`src/rtl/comp_arb_pkg.sv`:
```
// Shared types and constants for the comparator arbiter slice.
package comp_arb_pkg;

  localparam int OPERAND_W = 4;
  localparam int MAX_REQ   = 8;

  typedef enum logic [1:0] {
    IDLE    = 2'd0,
    COMPARE = 2'd1,
    RESPOND = 2'd2
  } state_t;

endpackage

```
`src/rtl/comparator_4_bits.sv`:
```
// Unsigned 4-bit magnitude comparator; exactly one output is high.
module comparator_4_bits (
  input  logic [3:0] a,
  input  logic [3:0] b,
  output logic       equal,
  output logic       less,
  output logic       higher
);

  assign equal  = (a == b);
  assign less   = (a < b);
  assign higher = (a > b);

endmodule

```
`src/rtl/comparator_arbiter_rr_arbiter.sv`:
```
// Combinational round-robin arbiter: the first requester found scanning from
// ptr upward (wrapping) wins. With ptr tied to zero it is a fixed-priority
// arbiter where the lowest index wins.
module rr_arbiter #(
  parameter int N_REQ = 4,
  parameter int ID_W  = $clog2(N_REQ)
) (
  input  logic [N_REQ-1:0] req,
  input  logic [ID_W-1:0]  ptr,
  output logic [N_REQ-1:0] grant,
  output logic [ID_W-1:0]  winner,
  output logic             any_grant
);

  logic [2*N_REQ-1:0] doubled;
  logic [N_REQ-1:0]   rotated;
  logic [ID_W-1:0]    offset;
  logic [ID_W:0]      sum;

  // Rotate requests so bit 0 is the pointer position, take the lowest set
  // bit, then rotate the result back into an absolute index.
  always_comb begin
    // NOTE: every output of a combinational block gets a default first so no
    // path leaves it unassigned, which would otherwise infer a latch.
    offset    = '0;
    any_grant = 1'b0;
    doubled   = {req, req} >> ptr;
    rotated   = doubled[N_REQ-1:0];
    // Descending scan: the last hit written is the lowest offset.
    for (int k = N_REQ - 1; k >= 0; k--) begin
      if (rotated[k]) begin
        offset    = ID_W'(k);
        any_grant = 1'b1;
      end
    end
    sum = {1'b0, ptr} + {1'b0, offset};
    if (sum >= (ID_W+1)'(N_REQ)) begin
      sum = sum - (ID_W+1)'(N_REQ);
    end
    winner = sum[ID_W-1:0];
    grant  = any_grant ? (N_REQ'(1) << winner) : '0;
  end

endmodule

```
`src/rtl/comparator_arbiter.sv`:
```
// Shares one comparator_4_bits among N_REQ requesters. A grant in IDLE
// captures the winner's operands, COMPARE registers the result, RESPOND holds
// it until the consumer accepts. One comparison is in flight at a time.
// Build option: define COMP_ARB_FIXED_PRIO_EN for fixed priority (lowest
// index wins); the default build is round-robin.
module comparator_arbiter
  import comp_arb_pkg::*;
#(
  parameter int N_REQ = 4,
  parameter int ID_W  = $clog2(N_REQ)
) (
  input  logic                       clk,
  input  logic                       rst_n,
  input  logic [N_REQ-1:0]           req_valid,
  output logic [N_REQ-1:0]           req_ready,
  input  logic [OPERAND_W*N_REQ-1:0] req_a,
  input  logic [OPERAND_W*N_REQ-1:0] req_b,
  output logic                       rsp_valid,
  input  logic                       rsp_ready,
  output logic [ID_W-1:0]            rsp_id,
  output logic                       rsp_equal,
  output logic                       rsp_less,
  output logic                       rsp_higher
);

  state_t                 state, next_state;
  logic [ID_W-1:0]        ptr;
  logic [ID_W-1:0]        winner;
  logic [N_REQ-1:0]       grant;
  logic                   any_grant;
  logic                   take;
  logic [OPERAND_W-1:0]   sel_a, sel_b;
  logic [OPERAND_W-1:0]   op_a, op_b;
  logic [ID_W-1:0]        op_id;
  logic                   cmp_equal, cmp_less, cmp_higher;

  rr_arbiter #(.N_REQ(N_REQ), .ID_W(ID_W)) u_arb (
    .req       (req_valid),
    .ptr       (ptr),
    .grant     (grant),
    .winner    (winner),
    .any_grant (any_grant)
  );

  comparator_4_bits u_cmp (
    .a      (op_a),
    .b      (op_b),
    .equal  (cmp_equal),
    .less   (cmp_less),
    .higher (cmp_higher)
  );

  // Grants are only visible while idle; the handshake completes that cycle.
  assign req_ready = (state == IDLE) ? grant : '0;
  assign take      = (state == IDLE) && any_grant;

  // Pick the winner's operand slices.
  always_comb begin
    sel_a = '0;
    sel_b = '0;
    for (int i = 0; i < N_REQ; i++) begin
      if (winner == ID_W'(i)) begin
        sel_a = req_a[i*OPERAND_W +: OPERAND_W];
        sel_b = req_b[i*OPERAND_W +: OPERAND_W];
      end
    end
  end

  // State register.
  always_ff @(posedge clk or negedge rst_n) begin
    // NOTE: sequential state uses non-blocking assignment so every register
    // samples pre-edge values regardless of statement order.
    if (!rst_n) state <= IDLE;
    else        state <= next_state;
  end

  // Next-state logic.
  always_comb begin
    next_state = state;
    case (state)
      IDLE:    if (any_grant) next_state = COMPARE;
      COMPARE: next_state = RESPOND;
      RESPOND: if (rsp_ready) next_state = IDLE;
      default: next_state = IDLE;
    endcase
  end

  // Capture the granted request; later operand changes are ignored.
  always_ff @(posedge clk or negedge rst_n) begin
    if (!rst_n) begin
      op_a  <= '0;
      op_b  <= '0;
      op_id <= '0;
    end else if (take) begin
      op_a  <= sel_a;
      op_b  <= sel_b;
      op_id <= winner;
    end
  end

  // Response registers: loaded in COMPARE, held until accepted in RESPOND.
  always_ff @(posedge clk or negedge rst_n) begin
    if (!rst_n) begin
      rsp_valid  <= 1'b0;
      rsp_id     <= '0;
      rsp_equal  <= 1'b0;
      rsp_less   <= 1'b0;
      rsp_higher <= 1'b0;
    end else if (state == COMPARE) begin
      rsp_valid  <= 1'b1;
      rsp_id     <= op_id;
      rsp_equal  <= cmp_equal;
      rsp_less   <= cmp_less;
      rsp_higher <= cmp_higher;
    end else if (state == RESPOND && rsp_ready) begin
      rsp_valid  <= 1'b0;
    end
  end

`ifdef COMP_ARB_FIXED_PRIO_EN
  // Fixed priority: scanning always starts at requester 0.
  assign ptr = '0;
`else
  // Round-robin pointer: the requester after the last winner goes first.
  always_ff @(posedge clk or negedge rst_n) begin
    if (!rst_n) begin
      ptr <= '0;
    end else if (take) begin
      ptr <= (winner == ID_W'(N_REQ - 1)) ? '0 : winner + ID_W'(1);
    end
  end
`endif

endmodule

```
`config.mk`:
```
export PLATFORM = sky130hd
export DESIGN_NAME = comparator_arbiter
export DESIGN_NICKNAME = d
export VERILOG_FILES = /design/src/rtl/comp_arb_pkg.sv /design/src/rtl/comparator_4_bits.sv /design/src/rtl/comparator_arbiter_rr_arbiter.sv /design/src/rtl/comparator_arbiter.sv
export SDC_FILE = /design/constraint.sdc
export NUM_CORES = 1
export LEC_CHECK = 0
export CAP_MARGIN = 10
export CELL_PAD_IN_SITES_DETAIL_PLACEMENT = 1
export CELL_PAD_IN_SITES_GLOBAL_PLACEMENT = 2
export CORE_UTILIZATION = 25
export CTS_BUF_LIST = sky130_fd_sc_hd__clkbuf_16
export CTS_CLUSTER_SIZE = 25
export DETAILED_ROUTE_END_ITERATION = 10
export PLACE_DENSITY_LB_ADDON = 0.1
export SYNTH_ARGS = -nofsm -noshare
export SYNTH_HDL_FRONTEND = slang
export SYNTH_SLANG_ARGS = --single-unit
```
`constraint.sdc`:
```
create_clock -name clk -period 4.7 [get_ports clk]
set_input_delay 1.175 -clock clk [delete_from_list [all_inputs] [get_ports clk]]
set_output_delay 1.175 -clock clk [all_outputs]
set_load 0.05 [all_outputs]
```
* Word level (Yosys, flattened, before mapping) *
Cells that the tools add are included.

word-level totals
  register bits after elaboration = 20
  bits of input ports = 39

cells by class
  add/subtract/negate cells = 3
  $lt $le $gt $ge = 3
  eq/ne operators = 8
  shift-type cells = 2
  mux-type cells = 25
  reduce and logical (&&, ||, !) cells = 6

operator list
  operator             number
  $mux 4               10
  $mux 2               8
  $shr 8x2->4          1
  $eq 2x2->1 const B   3
  $mux 1               6
  $pmux 2 s3           1
  $eq 2x1->1 const B   2
  $eq 4x4->1           1
  $gt 4x4->1           1
  $logic_not 2->1      2
  $lt 4x4->1           1
  $ne 2x2->1 const B   2
  $shl 1x2->4 const A  1
  $add 2x2->3          1
  $ge 3x3->1 const B   1
  $add 2x1->2 const B  1
  $logic_and 1x1->1    2
  $reduce_and 2->1     1
  $reduce_bool 2->1    1
  $sub 2x1->2 const B  1

* Longest topological paths before layout *
Gate-level depths: netlist of the first run.

  depth in word-level cells = 13
  mapped depth = 17
  gate-level depth less buffers = 15

* By module *
From an unflattened synthesis of the first run, not the netlist that was laid out.

second synthesis, totals
  cell total of the unflattened synthesis = 179
  area, all modules = 1,621.6 um^2

by module, submodules not included
  module              times used  cells each  area each (um^2)  seq. area each (um^2)
  comparator_arbiter  1           125         1,222.4           500.5
  rr_arbiter          1           38          270.3             0.0
  comparator_4_bits   1           16          128.9             0.0

* Worst setup path after synthesis of the first run *
No wires, ideal clock.

  path type = input-to-output
  from = in req_valid[0]
  to = out req_ready[2]
  arrival time = 3.696 ns
  slack = -0.171 ns
  cell stages on the path = 13
  buffers on the path = 2
  path through = buf_6 or2b_1 a21oi_1 o22ai_1 nor2_1 a21oi_1 ha_1 xnor2_1 xnor2_1 ha_1 clkbuf_1 inv_1 nor2_1

between the ends
  longest elaborated chain between the ends = 11
  elaborated cells on any way between the ends = 16
  classes of those cells = 2 x add/sub; 1 x order compare; 2 x shift; 11 x mux

RTL lines
  item                                       line                                                                      source
  start, declared                            comparator_arbiter.sv:14                                                  input logic [N_REQ-1:0] req_valid,
  $shr 8x2->4 *                              comparator_arbiter_rr_arbiter.sv:27                                       doubled = {req, req} >> ptr;
  $mux 2 (3 in a row)                        comparator_arbiter_rr_arbiter.sv:31                                       if (rotated[k]) begin
  $mux 2 *                                   comparator_arbiter_rr_arbiter.sv:31
  $add 2x2->3 *                              comparator_arbiter_rr_arbiter.sv:36                                       sum = {1'b0, ptr} + {1'b0, offset};
  $ge 3x3->1 or $sub 2x1->2 (tied branches)  comparator_arbiter_rr_arbiter.sv:37, comparator_arbiter_rr_arbiter.sv:38
  $mux 2 *                                   comparator_arbiter_rr_arbiter.sv:37                                       if (sum >= (ID_W+1)'(N_REQ)) begin
  named net u_arb.sum[1]                     comparator_arbiter_rr_arbiter.sv:18                                       logic [ID_W:0] sum;
  $shl 1x2->4 *                              comparator_arbiter_rr_arbiter.sv:41                                       grant = any_grant ? (N_REQ'(1) << winner) : '0;
  $mux 4 *                                   comparator_arbiter_rr_arbiter.sv:41
  $mux 4 *                                   comparator_arbiter.sv:54                                                  assign req_ready = (state == IDLE) ? grant : '0;
  end, declared                              comparator_arbiter.sv:15                                                  output logic [N_REQ-1:0] req_ready,

The timed path passes the listed nets; every way through them passes the cells marked *.

* Worst setup path in the final report of the first run *
  from = in req_valid[2]
  to = out req_ready[0]

The elaborated chain is that of the path after synthesis.

==> results.tsv, run 1 <==
stage	metric	value	unit
clocking	cts_sinks	20	
floorplan	die_h	74.11	microns
timing	maxSlewViolCount	0	
drt	wl_per_cell	13.49	microns
drt	num_vias	1259	
clocking	clk_latency	0.25	ns
worst_setup_path	crit_path_end_kind	output port	
cells_and_area	syn_to_final_growth	58.71	%
clocking	clockRootBuffer	clkbuf_16	
worst_setup_path	critPathLaunchType	input pin	
global_route	grt_first_pass_wirelength	6106	microns
timing	max_clock_freq	0.2208	GHz
cells_and_area	multi_input_area	730.7	sq um
floorplan	die-area	5492	sq um
yosys	yosys_warnings	0	
worst_setup_path	worstSetupPathType	in2out	
cells_and_area	fin_util	0.4255	
clocking	postCtsHoldBufs	0	
floorplan	die_w	74.11	microns
timing	clock_skew	0.001547	ns
cells_and_area	drive_above_1_share	0.1667	
cells_and_area	fillers	567	
flow_run	cap_violations	0	
min_path	hp-class	reg2reg	
drt	drt_iter0_drc	30	
yosys	postSynthAreaPerCell	8.725	sq um
drt	drtPass1Iterations	3	
clocking	cts_buffer_depth	2	
floorplan	core_area	4848	sq um
timing	relSlewSlack	0.3956	
cells_and_area	ff_latch_area	500.5	sq um
yosys	netlist_instances	149	
clocking	cts_buffers	3	
worst_setup_path	cp.arrival	3.35	ns
yosys	ys_seq_elements	20	
yosys	synth_nets	197	
cells_and_area	final_common_cell	clkdlybuf4s50_1	
cells_and_area	fin_nets	253	
timing	fin_crit	4.528	ns
yosys	yosysUniqueCellTypes	34	
yosys	ys_seq_area_frac	0.3850	
yosys	syn_area	1300	sq um
global_route	track_usage	0.1444	
cells_and_area	antenna_cells	0	
power	ir_drop	0.4645	mV
worst_setup_path	cp_max_fo	4	
clocking	cts_tree	yes	
global_route	grt-ovfl-total	0	
timing	hold_violations	0	
timing	fin_crit_sh	0.9635	
outcome	run_status	completed	
power	power_leakage	0.9081	nW
drt	wirelength	3657	microns
drt	route.detailed.drc	0	
drt	via_per_inst	4.646	
timing	setup_violations	0	
power	power_density	863.9	nW/um^2
power	power.total	1.782	mW
drt	drtAntennaViolNets	0	
placement	dp_hpwl	3031	microns
clocking	cts.clk_slew.worst_paths	0.06	ns
clocking	htreeDepth	1	
floorplan	pin_count	49	
global_route	antenna_found_initial	0	
global_route	grt_pass1_vias	1363	
worst_setup_path	worstPathRequired	3.52	ns
timing	rsz0062_at_grt	no	
placement	port_buffers	48	
floorplan	start_util	0.2681	
placement	gp_congestion	0.7057	
global_route	grt_start_max_net_pins	23	
cells_and_area	final_cell_mix	clkdlybuf4s50_1, dfrtp_1, nand2_1, buf_4, a21oi_1	
floorplan	rows	25	
timing	tightestPinTransition	0.9038	ns
## kinds of logic after synthesis
kind of cell    after synthesis  synth area share
fa+ha+maj                     9           0.08662
compound gates               42            0.2060
flops                        20            0.3850
simple gates                 50            0.1915
xor+xnor                      2           0.01348
mux                           5           0.04523
buf+inv                      21           0.07218
## Yosys cell counts, drive strengths merged
| cell | count | area share |
|---|---|---|
| or3 | 1 | 0.0048 |
| or4 | 1 | 0.0058 |
| o21ai | 10 | 0.039 |
| nor4 | 1 | 0.0048 |
| o2111ai | 1 | 0.0067 |
| clkbuf | 8 | 0.023 |
| o31ai | 1 | 0.0058 |
| o311ai | 1 | 0.0067 |
| and2 | 3 | 0.014 |
| nand3b | 1 | 0.0058 |
| a21boi | 1 | 0.0058 |
| a221oi | 7 | 0.047 |
| a2bb2oi | 1 | 0.0067 |
| nand2 | 14 | 0.040 |
| o22ai | 1 | 0.0048 |
| xnor2 | 2 | 0.013 |
| or2b | 1 | 0.0058 |
| nand4 | 1 | 0.0048 |
| nor3 | 8 | 0.031 |
| a31oi | 1 | 0.0048 |
| and2b | 2 | 0.013 |
| inv | 11 | 0.032 |
| nand2b | 4 | 0.019 |
| nor2b | 2 | 0.0096 |
| o32a | 1 | 0.0077 |
| nor2 | 11 | 0.032 |
| mux2 | 4 | 0.038 |
| mux2i | 1 | 0.0077 |
| a21oi | 14 | 0.054 |
| ha | 9 | 0.087 |
| dfrtp | 20 | 0.38 |
| buf | 2 | 0.017 |
| a211oi | 3 | 0.017 |
## metrics by stage
step                      area [sq um]  setup TNS (ns)  cells  hold WS (ns)  setup WS (ns)
final                             2063               0    271        0.4765         0.1716
after global placement            1926         -0.2516    265        0.4644       -0.08971
after detailed placement          1926         -0.7285    265        0.4693        -0.2269
after floorplan                   1304               0    149        0.4454        0.04291
after CTS                         2051               0    270        0.4825         0.1047
after global routing              2063               0    271        0.5075        0.02569
## where the power goes
group / total, mW / switching, mW / leakage (nW) / internal [mW]
Clock: 0.232 / 0.0627 / 0.0511 / 0.169
Sequential: 0.321 / 0.0602 / 0.243 / 0.260
Combinational: 1.23 / 0.676 / 0.614 / 0.554
Total: 1.78 / 0.799 / 0.908 / 0.983
## repair_timing
action,in CTS,in global routing
pin swaps,1,1
resized for setup,4,5
setup buffers,1,1
endpoints found under the hold margin,0,0
setup endpoints to repair,4,4
gates cloned,0,0
## path summary, 6_finish.rpt
| check | startpoint | to | slack [ns] | cells past startpoint |
|---|---|---|---|---|
| min reg2reg | rsp_equal | rsp_equal | 0.48 | 2 |
| max | req_valid[2] | req_ready[0] | 0.17 | 11 |
| max in group asynchronous | rst_n | op_b[0] | 2.71 | 1 |
| max reg2reg | ptr[1] | op_b[1] | 1.39 | 17 |
| min | rsp_equal | rsp_equal | 0.48 | 2 |
| min in group asynchronous | rst_n | state[1] | 1.43 | 1 |
## final cells by class
cell class,count,share of cell area
Multi-Input combinational cell,108,0.3542
Timing Repair Buffer,61,0.2917
Tap cell,67,0.04063
Clock buffer,3,0.03639
Clock inverter,1,0.01455
Sequential cell,20,0.2426
Inverter,11,0.02001
## critical path, cell delays in order
cell and delay (ns):
clkdlybuf4s50_1 0.47, inv_1 0.08, o32a_1 0.34, a21oi_2 0.14
ha_2 0.19, xnor2_2 0.07, xnor2_2 0.23, inv_1 0.10
ha_1 0.22, and2_1 0.14, buf_4 0.18
## per-layer routing
layer,track usage,vias up,wire length (microns)
li1,-,634,-
met1,0.1774,590,1624
met2,0.2465,33,1801
met3,0.02981,2,199
met4,0.05769,0,31
met5,0,-,0
## sequential cells by signal, summed over array words and instances, names as in the netlist
signal      flops
rsp_id          2
rsp_less        1
rsp_higher      1
op_a            4
rsp_equal       1
op_id           2
state           2
rsp_valid       1
op_b            4
ptr             2
No activity file was read; power rests on OpenSTA's default activity.
==> run 2: changes to the inputs <==
- MAX_ROUTING_LAYER: not set -> met4
==> results.tsv, run 2 (synthesis gave the netlist of run 1 again) <==
stage	metric	value	unit	change
timing	rsz0062_at_grt	no		
floorplan	core_area	4848	sq um	unchanged
cells_and_area	fin_nets	253		unchanged
worst_setup_path	worstPathRequired	3.52	ns	about the same
timing	maxSlewViolCount	0		unchanged
timing	setup_violations	0		unchanged
global_route	grt_pass1_vias	1361		-0.15%
placement	dp_hpwl	3031	microns	unchanged
placement	post-place-ws	-0.2269	ns	unchanged
cells_and_area	final_cell_mix	clkdlybuf4s50_1, dfrtp_1, nand2_1, buf_4, a21oi_1		
worst_setup_path	critPathLaunch	req_valid[2]		
floorplan	pin_count	49		unchanged
timing	hold_violations	0		unchanged
floorplan	start_util	0.2681		unchanged
timing	max_clock_freq	0.2209	GHz	about the same
worst_setup_path	slowest_delay	0.47	ns	about the same
floorplan	die_w	74.11	microns	unchanged
cells_and_area	antenna_cells	0		unchanged
min_path	hp-class	reg2reg		
cells_and_area	syn_to_final_growth	58.71	%	unchanged
power	power_density	864.5	nW/um^2	about the same
global_route	track_usage	0.1490		+0.004590
power	power.total	1.784	mW	about the same
drt	route.detailed.drc	0		unchanged
worst_setup_path	worstSetupPathType	in2out		
floorplan	die_h	74.11	microns	unchanged
cells_and_area	final_common_cell	clkdlybuf4s50_1		
global_route	grt-ovfl-total	0		unchanged
timing	setup_ws	0.1731	ns	+0.001522 ns
timing	tightestPinTransition	0.9054	ns	+0.001625 ns
clocking	cts_buffers	3		unchanged
global_route	antenna_found_initial	0		unchanged
flow_run	cap_violations	0		unchanged
power	power_leakage	0.9081	nW	unchanged
floorplan	die-area	5492	sq um	unchanged
cells_and_area	drive_above_1_share	0.1667		unchanged
cells_and_area	fillers	567		unchanged
clocking	postCtsHoldBufs	0		unchanged
timing	fin_crit	4.527	ns	-0.001522 ns
worst_setup_path	cp_max_fo	4		unchanged
timing	clock_skew	0.001568	ns	+0.00002096 ns
drt	drtAntennaViolNets	0		unchanged
global_route	grt_start_max_net_pins	23		unchanged
clocking	cts_tree	yes		
worst_setup_path	r2r-start	ptr[1]		
placement	port_buffers	48		unchanged
drt	num_vias	1265		+0.48%
cells_and_area	fin_util	0.4255		unchanged
timing	fin_crit_sh	0.9632		about the same
drt	via_per_inst	4.668		+0.48%
min_path	min_from	rsp_equal		
clocking	htreeDepth	1		unchanged
clocking	clk_latency	0.25	ns	about the same
worst_setup_path	cp.arrival	3.35	ns	about the same
cells_and_area	biggestRegsByFlops	op_a: 4 flops, op_b: 4 flops		
drt	drt_iter0_drc	25		-17%
drt	wirelength	3660	microns	about the same
power	ir_drop	0.4646	mV	about the same
drt	wl_per_cell	13.51	microns	about the same
clocking	clockRootBuffer	clkbuf_16		
clocking	cts_sinks	20		unchanged
outcome	run_status	completed		
drt	drtPass1Iterations	3		unchanged
clocking	cts.clk_slew.worst_paths	0.06	ns	about the same
timing	relSlewSlack	0.3945		-0.001086
global_route	grt_first_pass_wirelength	6099	microns	-0.11%
worst_setup_path	path_cells	clkdlybuf4s50_1, inv_1, o32a_1, a21oi_2, ha_2, xnor2_2, xnor2_2, inv_1, ha_1, and2_1, buf_4		
timing	whs	0.4765	ns	+0.000005000 ns
floorplan	rows	25		unchanged
worst_setup_path	crit_path_end_kind	output port		
placement	gp_congestion	0.7136		+1.1%
timing	finalSetupTns	0	ns	unchanged
worst_setup_path	critPathLaunchType	input pin		
clocking	cts_buffer_depth	2		unchanged
worst_setup_path	crit_slowest_cell	clkdlybuf4s50_1		
run 2: cell counts in the layout (fill, tap and decap cells not counted):
No cell type changed its count.
run 2: layout make-up:
class	instances	area (sq um)	share of cell area
clock buffers	3	75.07	0.03639
multi-input cells	108	730.7	0.3542
flip-flops and latches	20	500.5	0.2426
clock inverters	1	30.03	0.01455
inverters	11	41.29	0.02001
well taps	67	83.83	0.04063
repair buffers	61	601.8	0.2917
run 2: where the power goes:
| part | internal, mW | total (mW) | switching, mW |
|---|---|---|---|
| Combinational | 0.554 | 1.23 | 0.677 |
| Clock | 0.169 | 0.232 | 0.0628 |
| Sequential | 0.260 | 0.321 | 0.0607 |
run 2: path summary, 6_finish.rpt:
check	to	slack [ns]	cells past startpoint
worst max register to register	op_b[1]	1.39	17
worst min-delay path	rsp_equal	0.48	2
min in group asynchronous	state[1]	1.44	1
worst min register to register	rsp_equal	0.48	2
worst max-delay path	req_ready[0]	0.17	11
max in group asynchronous	op_b[0]	2.71	1
run 2: per-layer routing:
layer  wire length (microns)  share of wire  up-vias  track usage
li1                        -              -      633            -
met3                     134          0.037        2      0.01626
met5                       0              0        -            -
met1                    1693           0.46      597       0.1848
met4                      31         0.0085        0      0.05769
met2                    1799           0.49       33       0.2475
run 2: timing repair:
item | in CTS | in global routing
endpoints found under the setup margin | 4 | 4
pin swaps | 1 | 1
gates resized for setup | 4 | 5
buffers inserted | 1 | 1
run 2: critical path: cells and delay by family:
kind                       cells  cell delay, ns
and+or+nand+nor                1            0.14
buffers and inverters          4            0.83
AOI/OAI and AO/OA              2            0.48
adders and majority gates      2            0.41
xor gates and xnor gates       2            0.30
run 2: stage by stage:
stage          cell area, sq um  std cells
3_3_place_gp               1926        265
3_5_place_dp               1926        265
2_1_floorplan              1304        149
5_1_grt                    2063        271
6_report                   2063        271
4_1_cts                    2051        270
